===== src/rtl/jtag_pkg.sv =====
// -----------------------------------------------------------------------------
// jtag_pkg
// Shared types and constants for the multi-chain JTAG TAP:
//   tap_state_t  - the 16 IEEE 1149.1 TAP controller states
//   CODE_*       - instruction codes (zero-extended to IR_WIDTH by the user;
//                  BYPASS is all-ones at whatever IR_WIDTH is in use)
//   instr_t      - decoded instruction
//   tap_flags_t  - decoded state strobes handed from the FSM to the datapath
//   IR_CAPTURE_LSBS - low bits loaded into the IR shifter in Capture-IR
// -----------------------------------------------------------------------------
package jtag_pkg;

  typedef enum logic [3:0] {
    ST_TLR,
    ST_RTI,
    ST_SEL_DR,
    ST_CAP_DR,
    ST_SHIFT_DR,
    ST_EXIT1_DR,
    ST_PAUSE_DR,
    ST_EXIT2_DR,
    ST_UPD_DR,
    ST_SEL_IR,
    ST_CAP_IR,
    ST_SHIFT_IR,
    ST_EXIT1_IR,
    ST_PAUSE_IR,
    ST_EXIT2_IR,
    ST_UPD_IR
  } tap_state_t;

  // Instruction codes as 32-bit values; the IR is zero-extended before compare.
  localparam logic [31:0] CODE_EXTEST = 32'd0;
  localparam logic [31:0] CODE_IDCODE = 32'd1;
  localparam logic [31:0] CODE_SAMPLE = 32'd2;
  localparam logic [31:0] CODE_USER   = 32'd8;
  localparam logic [31:0] CODE_CSEL   = 32'd9;
  localparam logic [31:0] CODE_DMRST  = 32'd10;
  // All-ones; truncated to IR_WIDTH where used.
  localparam logic [31:0] CODE_BYPASS = 32'hFFFF_FFFF;

  // Capture-IR loads {zeros, 2'b01}.
  localparam logic [1:0] IR_CAPTURE_LSBS = 2'b01;

  typedef enum logic [2:0] {
    INS_EXTEST,
    INS_IDCODE,
    INS_SAMPLE,
    INS_USER,
    INS_CSEL,
    INS_DMRST,
    INS_BYPASS
  } instr_t;

  typedef struct packed {
    logic goto_tlr;    // next state is Test-Logic-Reset
    logic capture_dr;
    logic shift_dr;
    logic update_dr;
    logic capture_ir;
    logic shift_ir;
    logic update_ir;
  } tap_flags_t;

  // Instructions whose data register is the external boundary chain.
  function automatic logic is_chain_instr(input instr_t ins);
    return (ins == INS_EXTEST) || (ins == INS_SAMPLE);
  endfunction

endpackage


===== src/rtl/jtag_tap_multi_if.sv =====
// -----------------------------------------------------------------------------
// jtag_tap_multi_if
// Pin-level bundle of the multi-chain TAP.
//   tms, tdi, tdo, tdo_en          - JTAG serial port
//   bsr_tdo/bsr_tdi/bsr_sel/...    - boundary-scan chain control
//   user_dr, user_upd, dm_reset    - user-facing register outputs
// Modport slave is the TAP side, master is the host/board side.
// -----------------------------------------------------------------------------
interface jtag_tap_multi_if #(
  parameter int NUM_CHAINS = 2,
  parameter int USER_WIDTH = 8
);
  logic                  tms;
  logic                  tdi;
  logic                  tdo;
  logic                  tdo_en;
  logic [NUM_CHAINS-1:0] bsr_tdo;
  logic                  bsr_tdi;
  logic [NUM_CHAINS-1:0] bsr_sel;
  logic                  bsr_capture;
  logic                  bsr_shift;
  logic                  bsr_update;
  logic                  bsr_mode;
  logic [USER_WIDTH-1:0] user_dr;
  logic                  user_upd;
  logic                  dm_reset;

  modport slave (
    input  tms, tdi, bsr_tdo,
    output tdo, tdo_en, bsr_tdi, bsr_sel, bsr_capture, bsr_shift,
           bsr_update, bsr_mode, user_dr, user_upd, dm_reset
  );

  modport master (
    output tms, tdi, bsr_tdo,
    input  tdo, tdo_en, bsr_tdi, bsr_sel, bsr_capture, bsr_shift,
           bsr_update, bsr_mode, user_dr, user_upd, dm_reset
  );
endinterface


===== src/rtl/jtag_tap_fsm.sv =====
// -----------------------------------------------------------------------------
// jtag_tap_fsm
// IEEE 1149.1 TAP controller state machine.
//   clk    - TCK
//   rst_n  - synchronous active-low reset, forces Test-Logic-Reset
//   tms    - test mode select
//   flags  - decoded state strobes (capture/shift/update for IR and DR) plus
//            goto_tlr, which is high on any edge that lands in TLR so the
//            datapath can apply TLR defaults on that same edge
// -----------------------------------------------------------------------------
module jtag_tap_fsm
  import jtag_pkg::*;
(
  input  logic       clk,
  input  logic       rst_n,
  input  logic       tms,
  output tap_flags_t flags
);

  tap_state_t state_q, state_d;

  // NOTE: reset is sampled on the clock edge (synchronous); state flops use
  // non-blocking assignments so all flops see pre-edge values.
  always_ff @(posedge clk) begin
    if (!rst_n) state_q <= ST_TLR;
    else        state_q <= state_d;
  end

  // NOTE: state_d gets a default before the case so no path leaves it
  // unassigned, which would otherwise infer a latch.
  always_comb begin
    state_d = state_q;
    case (state_q)
      ST_TLR:      state_d = tms ? ST_TLR      : ST_RTI;
      ST_RTI:      state_d = tms ? ST_SEL_DR   : ST_RTI;
      ST_SEL_DR:   state_d = tms ? ST_SEL_IR   : ST_CAP_DR;
      ST_CAP_DR:   state_d = tms ? ST_EXIT1_DR : ST_SHIFT_DR;
      ST_SHIFT_DR: state_d = tms ? ST_EXIT1_DR : ST_SHIFT_DR;
      ST_EXIT1_DR: state_d = tms ? ST_UPD_DR   : ST_PAUSE_DR;
      ST_PAUSE_DR: state_d = tms ? ST_EXIT2_DR : ST_PAUSE_DR;
      ST_EXIT2_DR: state_d = tms ? ST_UPD_DR   : ST_SHIFT_DR;
      ST_UPD_DR:   state_d = tms ? ST_SEL_DR   : ST_RTI;
      ST_SEL_IR:   state_d = tms ? ST_TLR      : ST_CAP_IR;
      ST_CAP_IR:   state_d = tms ? ST_EXIT1_IR : ST_SHIFT_IR;
      ST_SHIFT_IR: state_d = tms ? ST_EXIT1_IR : ST_SHIFT_IR;
      ST_EXIT1_IR: state_d = tms ? ST_UPD_IR   : ST_PAUSE_IR;
      ST_PAUSE_IR: state_d = tms ? ST_EXIT2_IR : ST_PAUSE_IR;
      ST_EXIT2_IR: state_d = tms ? ST_UPD_IR   : ST_SHIFT_IR;
      ST_UPD_IR:   state_d = tms ? ST_SEL_DR   : ST_RTI;
      default:     state_d = ST_TLR;
    endcase
  end

  always_comb begin
    flags            = '0;
    flags.goto_tlr   = (state_d == ST_TLR);
    flags.capture_dr = (state_q == ST_CAP_DR);
    flags.shift_dr   = (state_q == ST_SHIFT_DR);
    flags.update_dr  = (state_q == ST_UPD_DR);
    flags.capture_ir = (state_q == ST_CAP_IR);
    flags.shift_ir   = (state_q == ST_SHIFT_IR);
    flags.update_ir  = (state_q == ST_UPD_IR);
  end

endmodule


===== src/rtl/jtag_tap_multi.sv =====
// -----------------------------------------------------------------------------
// jtag_tap_multi
// Parametrised JTAG TAP with IDCODE, USER, chain-select and debug-reset data
// registers, steering up to NUM_CHAINS external boundary-scan chains.
//   clk    - TCK; all state changes on rising edge
//   rst_n  - synchronous active-low reset
//   bus    - jtag_tap_multi_if.slave: tms/tdi/tdo/tdo_en, chain controls
//            (bsr_*), user_dr/user_upd and dm_reset
// All internal data registers share one shifter whose effective length is set
// by the current instruction: tdi is inserted at bit (length-1), tdo is bit 0.
// -----------------------------------------------------------------------------
module jtag_tap_multi
  import jtag_pkg::*;
#(
  parameter int          IR_WIDTH   = 4,
  parameter logic [31:0] IDCODE_VAL = 32'h1000_0001,
  parameter int          USER_WIDTH = 8,
  parameter int          NUM_CHAINS = 2,
  parameter int          CSEL_W     = 3
) (
  input logic              clk,
  input logic              rst_n,
  jtag_tap_multi_if.slave  bus
);

  // Shared DR shifter must hold the longest internal register.
  localparam int DR_MAX_UC = (USER_WIDTH > CSEL_W) ? USER_WIDTH : CSEL_W;
  localparam int DR_W      = (DR_MAX_UC > 32) ? DR_MAX_UC : 32;
  localparam int DR_IW     = $clog2(DR_W);

  tap_flags_t flags;

  jtag_tap_fsm u_fsm (
    .clk   (clk),
    .rst_n (rst_n),
    .tms   (bus.tms),
    .flags (flags)
  );

  logic [IR_WIDTH-1:0]   ir_q, ir_d;
  logic [IR_WIDTH-1:0]   ir_sr_q, ir_sr_d;
  logic [DR_W-1:0]       dr_sr_q, dr_sr_d;
  logic [CSEL_W-1:0]     chain_sel_q, chain_sel_d;
  logic [USER_WIDTH-1:0] user_dr_q, user_dr_d;
  logic                  user_upd_q, user_upd_d;
  logic                  dm_reset_q, dm_reset_d;

  instr_t                instr;
  logic                  chain_instr;
  logic [DR_IW-1:0]      dr_msb;
  logic [31:0]           ir_ext;
  logic [CSEL_W-1:0]     csel_new;
  logic                  chain_tdo;
  logic [NUM_CHAINS-1:0] bsr_sel_w;

  // Instruction decode and active DR length.
  always_comb begin
    ir_ext = 32'(ir_q);
    instr  = INS_BYPASS;
    if (ir_q != IR_WIDTH'(CODE_BYPASS)) begin
      case (ir_ext)
        CODE_EXTEST: instr = INS_EXTEST;
        CODE_IDCODE: instr = INS_IDCODE;
        CODE_SAMPLE: instr = INS_SAMPLE;
        CODE_USER:   instr = INS_USER;
        CODE_CSEL:   instr = INS_CSEL;
        CODE_DMRST:  instr = INS_DMRST;
        default:     instr = INS_BYPASS;
      endcase
    end
    case (instr)
      INS_IDCODE: dr_msb = DR_IW'(31);
      INS_USER:   dr_msb = DR_IW'(USER_WIDTH - 1);
      INS_CSEL:   dr_msb = DR_IW'(CSEL_W - 1);
      default:    dr_msb = '0;
    endcase
    chain_instr = is_chain_instr(instr);
  end

  // Chain select decode; chain_sel_q is always < NUM_CHAINS thanks to the
  // clamp applied when it is latched.
  always_comb begin
    chain_tdo = 1'b0;
    bsr_sel_w = '0;
    for (int i = 0; i < NUM_CHAINS; i++) begin
      if (chain_sel_q == CSEL_W'(i)) begin
        chain_tdo    = bus.bsr_tdo[i];
        bsr_sel_w[i] = 1'b1;
      end
    end
  end

  always_comb begin
    ir_d        = ir_q;
    ir_sr_d     = ir_sr_q;
    dr_sr_d     = dr_sr_q;
    chain_sel_d = chain_sel_q;
    user_dr_d   = user_dr_q;
    user_upd_d  = 1'b0;
    dm_reset_d  = dm_reset_q;

    csel_new = dr_sr_q[CSEL_W-1:0];
    if (csel_new > CSEL_W'(NUM_CHAINS - 1)) csel_new = CSEL_W'(NUM_CHAINS - 1);

    // IR path.
    if (flags.capture_ir) ir_sr_d = IR_WIDTH'(IR_CAPTURE_LSBS);
    if (flags.shift_ir)   ir_sr_d = {bus.tdi, ir_sr_q[IR_WIDTH-1:1]};
    if (flags.update_ir)  ir_d    = ir_sr_q;

    // DR path. Chain instructions leave the shifter idle; BYPASS and unknown
    // codes capture 0 into a 1-bit register.
    if (flags.capture_dr) begin
      dr_sr_d = '0;
      case (instr)
        INS_IDCODE: dr_sr_d[31:0]           = IDCODE_VAL;
        INS_USER:   dr_sr_d[USER_WIDTH-1:0] = user_dr_q;
        INS_CSEL:   dr_sr_d[CSEL_W-1:0]     = chain_sel_q;
        INS_DMRST:  dr_sr_d[0]              = dm_reset_q;
        default:    ;
      endcase
    end
    if (flags.shift_dr) begin
      dr_sr_d         = dr_sr_q >> 1;
      dr_sr_d[dr_msb] = bus.tdi;
    end
    if (flags.update_dr) begin
      case (instr)
        INS_USER: begin
          user_dr_d  = dr_sr_q[USER_WIDTH-1:0];
          user_upd_d = 1'b1;
        end
        INS_CSEL:  chain_sel_d = csel_new;
        INS_DMRST: dm_reset_d  = dr_sr_q[0];
        default:   ;
      endcase
    end

    // Entering or remaining in TLR restores the architectural defaults on
    // the same edge, so they are visible as soon as the FSM reads TLR.
    if (flags.goto_tlr) begin
      ir_d        = IR_WIDTH'(CODE_IDCODE);
      chain_sel_d = '0;
      user_dr_d   = '0;
      user_upd_d  = 1'b0;
      dm_reset_d  = 1'b0;
    end
  end

  always_ff @(posedge clk) begin
    if (!rst_n) begin
      ir_q        <= IR_WIDTH'(CODE_IDCODE);
      ir_sr_q     <= '0;
      dr_sr_q     <= '0;
      chain_sel_q <= '0;
      user_dr_q   <= '0;
      user_upd_q  <= 1'b0;
      dm_reset_q  <= 1'b0;
    end else begin
      ir_q        <= ir_d;
      ir_sr_q     <= ir_sr_d;
      dr_sr_q     <= dr_sr_d;
      chain_sel_q <= chain_sel_d;
      user_dr_q   <= user_dr_d;
      user_upd_q  <= user_upd_d;
      dm_reset_q  <= dm_reset_d;
    end
  end

  assign bus.tdo = flags.shift_ir ? ir_sr_q[0]
                 : flags.shift_dr ? (chain_instr ? chain_tdo : dr_sr_q[0])
                 : 1'b0;
  assign bus.tdo_en      = flags.shift_ir | flags.shift_dr;
  assign bus.bsr_tdi     = bus.tdi;
  assign bus.bsr_sel     = bsr_sel_w;
  assign bus.bsr_capture = flags.capture_dr & chain_instr;
  assign bus.bsr_shift   = flags.shift_dr   & chain_instr;
  assign bus.bsr_update  = flags.update_dr  & chain_instr;
  assign bus.bsr_mode    = (instr == INS_EXTEST);
  assign bus.user_dr     = user_dr_q;
  assign bus.user_upd    = user_upd_q;
  assign bus.dm_reset    = dm_reset_q;

endmodule


===== src/flat_wrapper.sv =====
// flat-port wrapper written by rule: the top's interface ports become plain ports
module jtag_tap_multi_flat import jtag_pkg::*;
#(
  parameter int          IR_WIDTH   = 4,
  parameter logic [31:0] IDCODE_VAL = 32'h1000_0001,
  parameter int          USER_WIDTH = 8,
  parameter int          NUM_CHAINS = 2,
  parameter int          CSEL_W     = 3
)
  (clk, rst_n, bus_tms, bus_tdi, bus_bsr_tdo, bus_tdo, bus_tdo_en, bus_bsr_tdi, bus_bsr_sel, bus_bsr_capture, bus_bsr_shift, bus_bsr_update, bus_bsr_mode, bus_user_dr, bus_user_upd, bus_dm_reset);
  jtag_tap_multi_if #(.NUM_CHAINS(NUM_CHAINS), .USER_WIDTH(USER_WIDTH)) bus_i ();
  input logic clk;
  input logic rst_n;
  input wire logic [$bits(bus_i.tms)-1:0] bus_tms;
  input wire logic [$bits(bus_i.tdi)-1:0] bus_tdi;
  input wire logic [$bits(bus_i.bsr_tdo)-1:0] bus_bsr_tdo;
  output wire logic [$bits(bus_i.tdo)-1:0] bus_tdo;
  output wire logic [$bits(bus_i.tdo_en)-1:0] bus_tdo_en;
  output wire logic [$bits(bus_i.bsr_tdi)-1:0] bus_bsr_tdi;
  output wire logic [$bits(bus_i.bsr_sel)-1:0] bus_bsr_sel;
  output wire logic [$bits(bus_i.bsr_capture)-1:0] bus_bsr_capture;
  output wire logic [$bits(bus_i.bsr_shift)-1:0] bus_bsr_shift;
  output wire logic [$bits(bus_i.bsr_update)-1:0] bus_bsr_update;
  output wire logic [$bits(bus_i.bsr_mode)-1:0] bus_bsr_mode;
  output wire logic [$bits(bus_i.user_dr)-1:0] bus_user_dr;
  output wire logic [$bits(bus_i.user_upd)-1:0] bus_user_upd;
  output wire logic [$bits(bus_i.dm_reset)-1:0] bus_dm_reset;
  assign bus_i.tms = bus_tms;
  assign bus_i.tdi = bus_tdi;
  assign bus_i.bsr_tdo = bus_bsr_tdo;
  assign bus_tdo = bus_i.tdo;
  assign bus_tdo_en = bus_i.tdo_en;
  assign bus_bsr_tdi = bus_i.bsr_tdi;
  assign bus_bsr_sel = bus_i.bsr_sel;
  assign bus_bsr_capture = bus_i.bsr_capture;
  assign bus_bsr_shift = bus_i.bsr_shift;
  assign bus_bsr_update = bus_i.bsr_update;
  assign bus_bsr_mode = bus_i.bsr_mode;
  assign bus_user_dr = bus_i.user_dr;
  assign bus_user_upd = bus_i.user_upd;
  assign bus_dm_reset = bus_i.dm_reset;
  jtag_tap_multi #(.IR_WIDTH(IR_WIDTH), .IDCODE_VAL(IDCODE_VAL), .USER_WIDTH(USER_WIDTH), .NUM_CHAINS(NUM_CHAINS), .CSEL_W(CSEL_W)) u_core (.clk(clk), .rst_n(rst_n), .bus(bus_i));
endmodule

===== config.mk =====
export PLATFORM = sky130hd
export DESIGN_NAME = jtag_tap_multi_flat
export DESIGN_NICKNAME = d
export VERILOG_FILES = /design/src/rtl/jtag_pkg.sv /design/src/rtl/jtag_tap_multi_if.sv /design/src/rtl/jtag_tap_fsm.sv /design/src/rtl/jtag_tap_multi.sv /design/src/flat_wrapper.sv
export SDC_FILE = /design/constraint.sdc
export NUM_CORES = 1
export LEC_CHECK = 0
export BUFFER_PORTS_ARGS = -buffer_cell sky130_fd_sc_hd__clkbuf_2
export CAP_MARGIN = 15
export CORE_UTILIZATION = 62
export DETAILED_ROUTE_END_ITERATION = 10
export PLACE_DENSITY = 0.8
export SETUP_SLACK_MARGIN = 0.4
export SYNTH_ARGS = -nofsm -noshare
export SYNTH_HDL_FRONTEND = slang
export SYNTH_SLANG_ARGS = --single-unit

===== constraint.sdc =====
create_clock -name clk -period 5.3 [get_ports clk]
set_clock_uncertainty 0.1 [all_clocks]
set_input_delay 0.265 -clock clk [delete_from_list [all_inputs] [get_ports clk]]
set_output_delay 0.265 -clock clk [all_outputs]
set_load 0.05 [all_outputs]

==> results of run 1 <==
-- Yosys cell counts, types with 8 or more instances --
| cell | count |
|---|---|
| a21boi_0 | 8 |
| a21oi_1 | 17 |
| a22oi_1 | 27 |
| clkbuf_1 | 19 |
| dfxtp_1 | 57 |
| nand2_1 | 29 |
| nand3_1 | 15 |
| nor2_1 | 12 |
| nor2b_1 | 28 |
| o21ai_0 | 8 |
-- how the worst max path moves through the flow --
| stage | to | slack [ps] | startpoint | depth (start not counted) |
|---|---|---|---|---|
| after floorplan | bus_tdo | 2620 | u_core.chain_sel_q[0] | 3 |
| after global placement | bus_tdo | 3130 | u_core.u_fsm.state_q[0] | 4 |
| after detailed placement | bus_tdo | 3100 | u_core.u_fsm.state_q[2] | 4 |
| after CTS | bus_tdo | 2700 | u_core.u_fsm.state_q[2] | 4 |
| after global routing | bus_tdo | 2550 | u_core.u_fsm.state_q[0] | 4 |
| final | bus_tdo | 2700 | u_core.u_fsm.state_q[2] | 4 |
-- metal layers --
layer / vias to the layer above / GRT usage [%]
li1: 1062 / -
met1: 1015 / 34.9
met2: 75 / 39.2
met3: 9 / 5.00
met4: 0 / 14.4
met5: - / 0
-- metrics by stage --
stage               total power [W]  std cells
global route               0.000978        352
CTS                        0.000957        352
floorplan                  0.000478        290
detailed placement         0.000485        337
global placement           0.000484        337
finish                     0.000952        352
-- cell type report --
| type | instances | area [um^2] |
|---|---|---|
| inverters | 4 | 15.0 |
| clock buffers | 9 | 124 |
| flip-flops and latches | 57 | 1140 |
| fillers | 281 | 926 |
| clock inverters | 6 | 108 |
| repair buffers | 28 | 150 |
| well taps | 48 | 60.1 |
| multi-input cells | 200 | 1270 |
-- sequential cells by signal, summed over array words and instances, names as in the netlist --
register,count
u_core.bus.user_upd,1
u_core.bus.user_dr,8
u_core.ir_sr_q,4
u_core.u_fsm.state_q,4
u_core.bus.dm_reset,1
u_core.chain_sel_q,3
u_core.ir_q,4
u_core.dr_sr_q,32
-- kinds of logic (layout without fill, tap and decap cells) --
| group | Yosys count | in the layout | synth area share, % |
|---|---|---|---|
| multiplexers | 6 | 6 | 2.44 |
| AND/OR/NAND/NOR | 108 | 108 | 23.0 |
| AO/OA/AOI/OAI | 84 | 84 | 22.9 |
| buffers and inverters | 33 | 47 | 6.35 |
| flip-flops | 57 | 57 | 44.6 |
| XOR/XNOR | 2 | 2 | 0.684 |
-- worst reg2reg max path, cell delays in order (launching register included) --
cell and delay (ps):
dfxtp_1 630, or4b_1 640, and2_4 300, a22o_1 220
o21a_1 170
-- power by group through the flow --
stage	clock [W]	sequential [W]	combinational (W)
5_1_grt	0.000498	0.000440	0.0000397
6_report	0.000477	0.000439	0.0000359
3_3_place_gp	0	0.000449	0.0000354
4_1_cts	0.000482	0.000439	0.0000359
2_1_floorplan	0	0.000442	0.0000358
3_5_place_dp	0	0.000449	0.0000356
==> run metrics, run 1 <==
outcome=complete, no violations; Hold WC Path Type=input pin to flip-flop; Endpoint, Worst Hold=u_core.ir_sr_q[3]; reg2reg start=u_core.u_fsm.state_q[2]; fin. max-slew vios=0; most frequent cells in the layout=57 x dfxtp_1, 29 x nand2_1, 28 x nor2b_1, 27 x a22oi_1, 24 x clkbuf_2; worst hold margin=177 ps; Worst Path Buf+Inv=1; slowest cell delay on critical path=630 ps; DRT antenna net count=0; Distinct cells, synth=51; crit end category=primary output; layout net count=306; CTS root buf=clkbuf_8; flops & latches, synth=57; Final Util=75.6%; Top delay family on crit path=flip-flops; Congestion Overflow GR=0; maximum fanout along the worst path=16; Mapped Nets=296; DP Wirelength=3120 um; row count=22; clock sinks=57; ys flop type=dfxtp_1; Critical Path Start Type=flip-flop; Synth Instances=290; P&R area growth vs syn=12.2%; Reg power frac=46.2%; Max-Cap Viols=0; total die area=0.00439 mm^2; # DRC=0; Clk pwr share=50.1%; DR WL met3=291 um; DR pass1 iterations=4; Least-Margin Pin Slew=669 ps; total CTS buffers=9; Finish-stage setup viols=0; 1st-iter DRT viols=188; internal power=0.000752 W; I/O pin cnt=25; slew margin rel.=55.4%; synth top area cells=dfxtp_1 45%, a22oi_1 7.9%, nor2b_1 6.8%, nand2_1 4.3%, a21oi_1 3.3%; total wire length=5150 um; slowest stage cell on the critical path=dfxtp_1; wire per inst=14.6 um; Max VDD drop=228 uV; Final Hold Fails=0; WP data required=4930 ps; die span in y=66.3 um; CTS Hold Buffers Added=0; quantity of I/O buffers inserted on ports=24; Tcrit/Tclk final=49.1%; most common cell after layout, fill and taps aside=dfxtp_1; CTS max path bufs=2; Max Fclk=0.384 GHz; via count=2,161; mapped cell area=0.00256 mm^2; final worst path period need=2600 ps; gr usage total=26.1%; htree depth=3; ys async rst share=0%; Synth Warn #=0; Met1 Routed Length=2530 um; initial antenna violation count=0; met2 WL post-DR=2210 um; post-route cell area=0.00287 mm^2; CTS tree=built; Resize count post-CTS=0; placed inst area=0.00264 mm^2; number of diodes=0; largest net degree at the start of global routing=44; first-pass GRT wire length=8510 um; CP arrival=2240 ps; Comb power frac=3.8%; RSZ-0062 raised after global routing=no; sequential-to-total area share from yosys stat=44.6%; Worst R2R Path Depth=4; Starting Density=67.4%; Clk pin slew, worst setup/hold paths=60 ps; Psw=0.000199 W; Die W=66.3 um; P per Cell Area=331 mW/mm^2; core area=0.00380 mm^2; syn avg cell area=8.83 um^2; pre-CTS setup slack=3100 ps; post-synth top area cell=dfxtp_1; Placer Congestion=0.827; Setup TNS=0 ps; worst-path cell chain=or4b_1, a21oi_1, o2bb2ai_1, clkbuf_2; R2R setup slack=3130 ps; vias in the first global route=1,832; EDFF count, synth=0; share of layout cells above drive strength 1=16.4%; Hold Path Depth=3; postcts setup bufs=0; via/cell ratio=6.14; max layer used=met4; CP Class=flip-flop to primary output; Leak Pwr=1.01 nW; switching part of the total=20.9%; R2R Path End=u_core.dr_sr_q[1]; fin worst setup slack=2700 ps; Worst-Skew Late Latency=340 ps; Yosys top cell area share=44.6%; hold path startpoint=bus_tdi
Note: power is estimated with default switching activity, not from simulation.
==> run 2: changes to the inputs <==
CORE_UTILIZATION = 52   (was 62)
PLACE_DENSITY = 0.71   (was 0.8)
clock period = 2.2 ns   (was 5.3 ns; I/O delays follow)
==> run metrics, run 2 (synthesized netlist as in run 1, its figures left out) <==
CTS root buf=clkbuf_8; CP Class=flip-flop to primary output; Max-Cap Viols=0; placed inst area=0.00279 mm^2; max layer used=met4; maximum fanout along the worst path=3; wire per inst=15.0 um; # DRC=0; Least-Margin Pin Slew=508 ps; Worst-Skew Late Latency=340 ps; Storage cell area=0.00115 mm^2; number of diodes=0; P per Cell Area=687 mW/mm^2; clock sinks=57; Hold Path Depth=3; largest net degree at the start of global routing=33; number of fillers in the final layout=356; share of layout cells above drive strength 1=30.1%; Placer Congestion=0.759; total die area=0.00521 mm^2; Tcrit/Tclk final=87.0%; DR WL met3=198 um; slew margin rel.=65.7%; fin. max-slew vios=0; first-pass GRT wire length=9580 um; crit end category=primary output; Congestion Overflow GR=0; Reg power frac=46.0%; Endpoint, Worst Hold=u_core.ir_sr_q[3]; CTS max path bufs=2; total wire length=5880 um; row count=25; R2R Path End=u_core.dr_sr_q[0]; gr usage total=23.9%; Placed Cells=363; Psw=0.000504 W; Starting Density=54.2%; reg2reg start=u_core.ir_q[1]; Setup TNS=0 ps; Final Hold Fails=0; switching part of the total=22.2%; met2 WL post-DR=2630 um; via/cell ratio=5.73; Max Fclk=0.522 GHz; post-route cell area=0.00330 mm^2; most common cell after layout, fill and taps aside=dfxtp_1; vias in the first global route=1,990; core area=0.00472 mm^2; most frequent cells in the layout=52 x dfxtp_1, 28 x nand2_1, 26 x nor2b_1, 20 x a22oi_1, 18 x clkbuf_2; DR pass1 iterations=4; Leak Pwr=1.17 nW; number of flip-flops in the largest register=32; CP arrival=1700 ps; Die W=72.2 um; hold path startpoint=bus_tdi; Hold WC Path Type=input pin to flip-flop; Largest Register=u_core.dr_sr_q; internal power=0.00176 W; quantity of I/O buffers inserted on ports=24; final worst path period need=1910 ps; WP data required=1990 ps; Non-Filler Instances=393; Worst R2R Path Depth=4; Final Util=69.9%; DP Wirelength=3340 um; Critical Path Start Type=flip-flop; CTS Hold Buffers Added=0; Clk pin slew, worst setup/hold paths=60 ps; Finish-stage setup viols=0; die span in y=72.2 um; R2R setup slack=370 ps; Max VDD drop=575 uV; layout net count=327; P&R area growth vs syn=28.9%; via count=2,252; htree depth=3; CTS tree=built; DRT antenna net count=0; total CTS buffers=9; Met1 Routed Length=2920 um; initial antenna violation count=0; Comb power frac=6.3%; RSZ-0062 raised after global routing=yes; area occupied by multi-input gates=0.00141 mm^2; 1st-iter DRT viols=144; Clk pwr share=47.7%; worst hold margin=28.6 ps; I/O pin cnt=25; outcome=complete, no violations
==> run 2: changes by cell type in the layout (fill, tap and decap cells not counted), sizes merged <==
cell	previous run	this run
buf	4	27
and2	3	4
clkinvlp	1	0
clkbuf	33	32
bufinv	3	2
clkinv	2	3
==> run 2: per-layer routing <==
layer  vias to the layer above  global-route usage (%)
met5                         -                       0
met4                         0                    13.9
met3                         9                    4.03
met2                        59                    35.1
met1                      1070                    33.1
li1                       1114                       -
==> run 2: what timing repair did <==
action | CTS | global route
setup endpoints to repair | 17 | 41
resized for setup | 22 | 24
buffers inserted | 10 | 2
pin swaps | 2 | 4
cloned | 1 | 1
==> run 2: stage by stage <==
stage / power, W / worst slack [ps]
after detailed placement: 0.00118 / 267
after global routing: 0.00233 / 271
final: 0.00227 / 286
after global placement: 0.00118 / 342
after floorplan: 0.00115 / 240
after CTS: 0.00225 / 284
==> run 2: worst max path at each step <==
stage | from | to | cells past startpoint
6_report | u_core.ir_q[0] | bus_tdo | 4
5_1_grt | u_core.u_fsm.state_q[1] | bus_tdo | 4
4_1_cts | u_core.ir_q[2] | bus_tdo | 4
3_5_place_dp | u_core.u_fsm.state_q[2] | u_core.dr_sr_q[0] | 3
3_3_place_gp | u_core.u_fsm.state_q[2] | u_core.dr_sr_q[0] | 3
2_1_floorplan | u_core.u_fsm.state_q[1] | u_core.dr_sr_q[0] | 7
==> run 2: cell type report <==
type                       instances  area share (%)
clock buffer                      11            4.28
timing repair buffer              48            12.7
inverter                           4           0.455
tap                               67            2.54
clock inverter                     5            2.39
multi-input combinational        201            42.7
sequential                        57            35.0
==> run 2: power groups by stage <==
| stage | combinational, W | sequential (W) | clock, W |
|---|---|---|---|
| floorplan | 0.0000887 | 0.00107 | 0 |
| global placement | 0.000114 | 0.00107 | 0 |
| detailed placement | 0.000115 | 0.00107 | 0 |
| CTS | 0.000125 | 0.00104 | 0.00109 |
| global route | 0.000154 | 0.00104 | 0.00113 |
| finish | 0.000143 | 0.00104 | 0.00108 |
==> run 2: worst max-delay path: stages, from the launching register on <==
cell	delay (ps)
dfxtp_4	340
or3_4	410
a221o_1	320
o2bb2ai_2	150
buf_8	150
==> run 3: changes to the inputs <==
CORE_UTILIZATION = 30   (was 52)
PLACE_DENSITY = 0.45   (was 0.71)
==> run metrics, run 3 (synthesized netlist as in run 1, its figures left out) <==
wire per inst=14.2 um; Starting Density=31.2%; first-pass GRT wire length=10,200 um; Max Fclk=0.534 GHz; crit end category=primary output; number of diodes=0; Least-Margin Pin Slew=475 ps; Hold WC Path Type=input pin to flip-flop; total power=0.00196 W; Largest Register=u_core.dr_sr_q; core area=0.00822 mm^2; total CTS buffers=9; WP data required=1990 ps; CP arrival=1660 ps; vias in the first global route=2,065; maximum fanout along the worst path=4; slew margin rel.=67.9%; initial antenna violation count=0; Clk pin slew, worst setup/hold paths=60 ps; Tcrit/Tclk final=85.2%; Die W=94.4 um; total wire length=6050 um; placed inst area=0.00285 mm^2; I/O pin cnt=25; slowest cell delay on critical path=400 ps; final worst path period need=1870 ps; htree depth=3; Worst-Skew Late Latency=320 ps; switching part of the total=22.9%; row count=33; number of fillers in the final layout=828; P per Cell Area=613 mW/mm^2; fin. max-slew vios=0; CP Class=flip-flop to primary output; share of layout cells above drive strength 1=27.0%; total die area=0.00891 mm^2; CTS tree=built; quantity of I/O buffers inserted on ports=24; post-route cell area=0.00319 mm^2; Storage cell area=0.00115 mm^2; Psw=0.000448 W; Comb power frac=6.7%; Finish-stage setup viols=0; via count=2,177; # DRC=0; Leak Pwr=1.11 nW; largest net degree at the start of global routing=33; DRT antenna net count=0; most frequent cells in the layout=54 x dfxtp_1, 28 x nand2_1, 26 x nor2b_1, 22 x a22oi_1, 19 x buf_4; slowest stage cell on the critical path=or3_4; die span in y=94.4 um; Max-Cap Viols=0; DP Wirelength=3790 um; RSZ-0062 raised after global routing=yes; P&R area growth vs syn=24.8%; 1st-iter DRT viols=74; gr usage total=14.8%; Clk pwr share=40.0%; Max VDD drop=260 uV; outcome=complete, no violations; area occupied by multi-input gates=0.00138 mm^2; Reg power frac=53.3%; Final Hold Fails=0; via/cell ratio=5.10; Setup TNS=0 ps; clock sinks=57; CTS root buf=clkbuf_8; DR pass1 iterations=4; CTS max path bufs=2; layout net count=326; worst-path cell chain=or3_4, a221o_1, o2bb2ai_2, buf_8; number of flip-flops in the largest register=32; Critical Path Start Type=flip-flop; most common cell after layout, fill and taps aside=dfxtp_1; internal power=0.00151 W; Placer Congestion=0.715; Congestion Overflow GR=0
run 3: cell types whose count changed in the layout (fill, tap and decap cells not counted), moves of 2 or more:
cell / delta
dfxtp_1: +2
a21boi_0: +2
bufinv_16: -2
a22oi_2: -2
nor2_1: +2
a22oi_1: +2
buf_12: -2
a21boi_1: -2
nor2_2: -2
buf_4: +2
buf_8: -2
run 3: path summary, 6_finish.rpt:
| path | from | endpoint | slack, ps | depth (start not counted) |
|---|---|---|---|---|
| setup reg to reg | u_core.u_fsm.state_q[1] | u_core.dr_sr_q[0] | 440 | 3 |
| hold reg to reg | u_core.bus.user_dr[1] | u_core.bus.user_dr[1] | 370 | 2 |
| setup / recovery | u_core.ir_q[0] | bus_tdo | 330 | 4 |
| hold / removal | bus_tdi | u_core.ir_sr_q[3] | 60 | 3 |
run 3: repair_timing:
item | in CTS | in global routing
gates cloned | 0 | 0
resized for setup | 19 | 12
setup buffers | 10 | 2
pin swaps | 3 | 3
endpoints found under the setup margin | 15 | 27
hold buffers | 0 | 0
run 3: cell type report:
class | count | share of cell area (%)
Clock buffer | 12 | 4.54
Clock inverter | 1 | 0.157
Tap cell | 105 | 4.11
Timing Repair Buffer | 48 | 11.6
Multi-Input combinational cell | 200 | 43.1
Sequential cell | 57 | 36.0
Inverter | 4 | 0.470
run 3: routing by layer:
| layer | up-vias | global-route usage, % | part of all wire (%) |
|---|---|---|---|
| li1 | 1103 | - | - |
| met1 | 1028 | 20.7 | 51 |
| met2 | 40 | 22.0 | 44 |
| met3 | 6 | 3.70 | 3.4 |
| met5 | - | 0 | 0 |
| met4 | 0 | 5.00 | 1.0 |
run 3: stage by stage:
step,hold WS [ps],std cells,setup slack [ps],util (%)
5_1_grt,86.7,427,266,38.9
2_1_floorplan,184,290,240,-
4_1_cts,45.3,425,286,38.2
3_5_place_dp,370,402,317,34.7
3_3_place_gp,366,402,347,34.7
6_report,58.5,427,326,38.9
run 3: worst max-delay path, delay by kind of cell (launching register included):
| kind | cells | cell delay [ps] |
|---|---|---|
| and+or+nand+nor | 1 | 400 |
| buffers and inverters | 1 | 150 |
| AOI/OAI and AO/OA | 2 | 450 |
| DFF | 1 | 340 |
run 3: power by group through the flow:
stage | logic [W] | clock network (W) | registers, W
floorplan | 0.0000887 | 0 | 0.00107
global placement | 0.000118 | 0 | 0.00107
detailed placement | 0.000119 | 0 | 0.00107
CTS | 0.000126 | 0.000816 | 0.00104
global route | 0.000145 | 0.000861 | 0.00104
finish | 0.000132 | 0.000783 | 0.00104
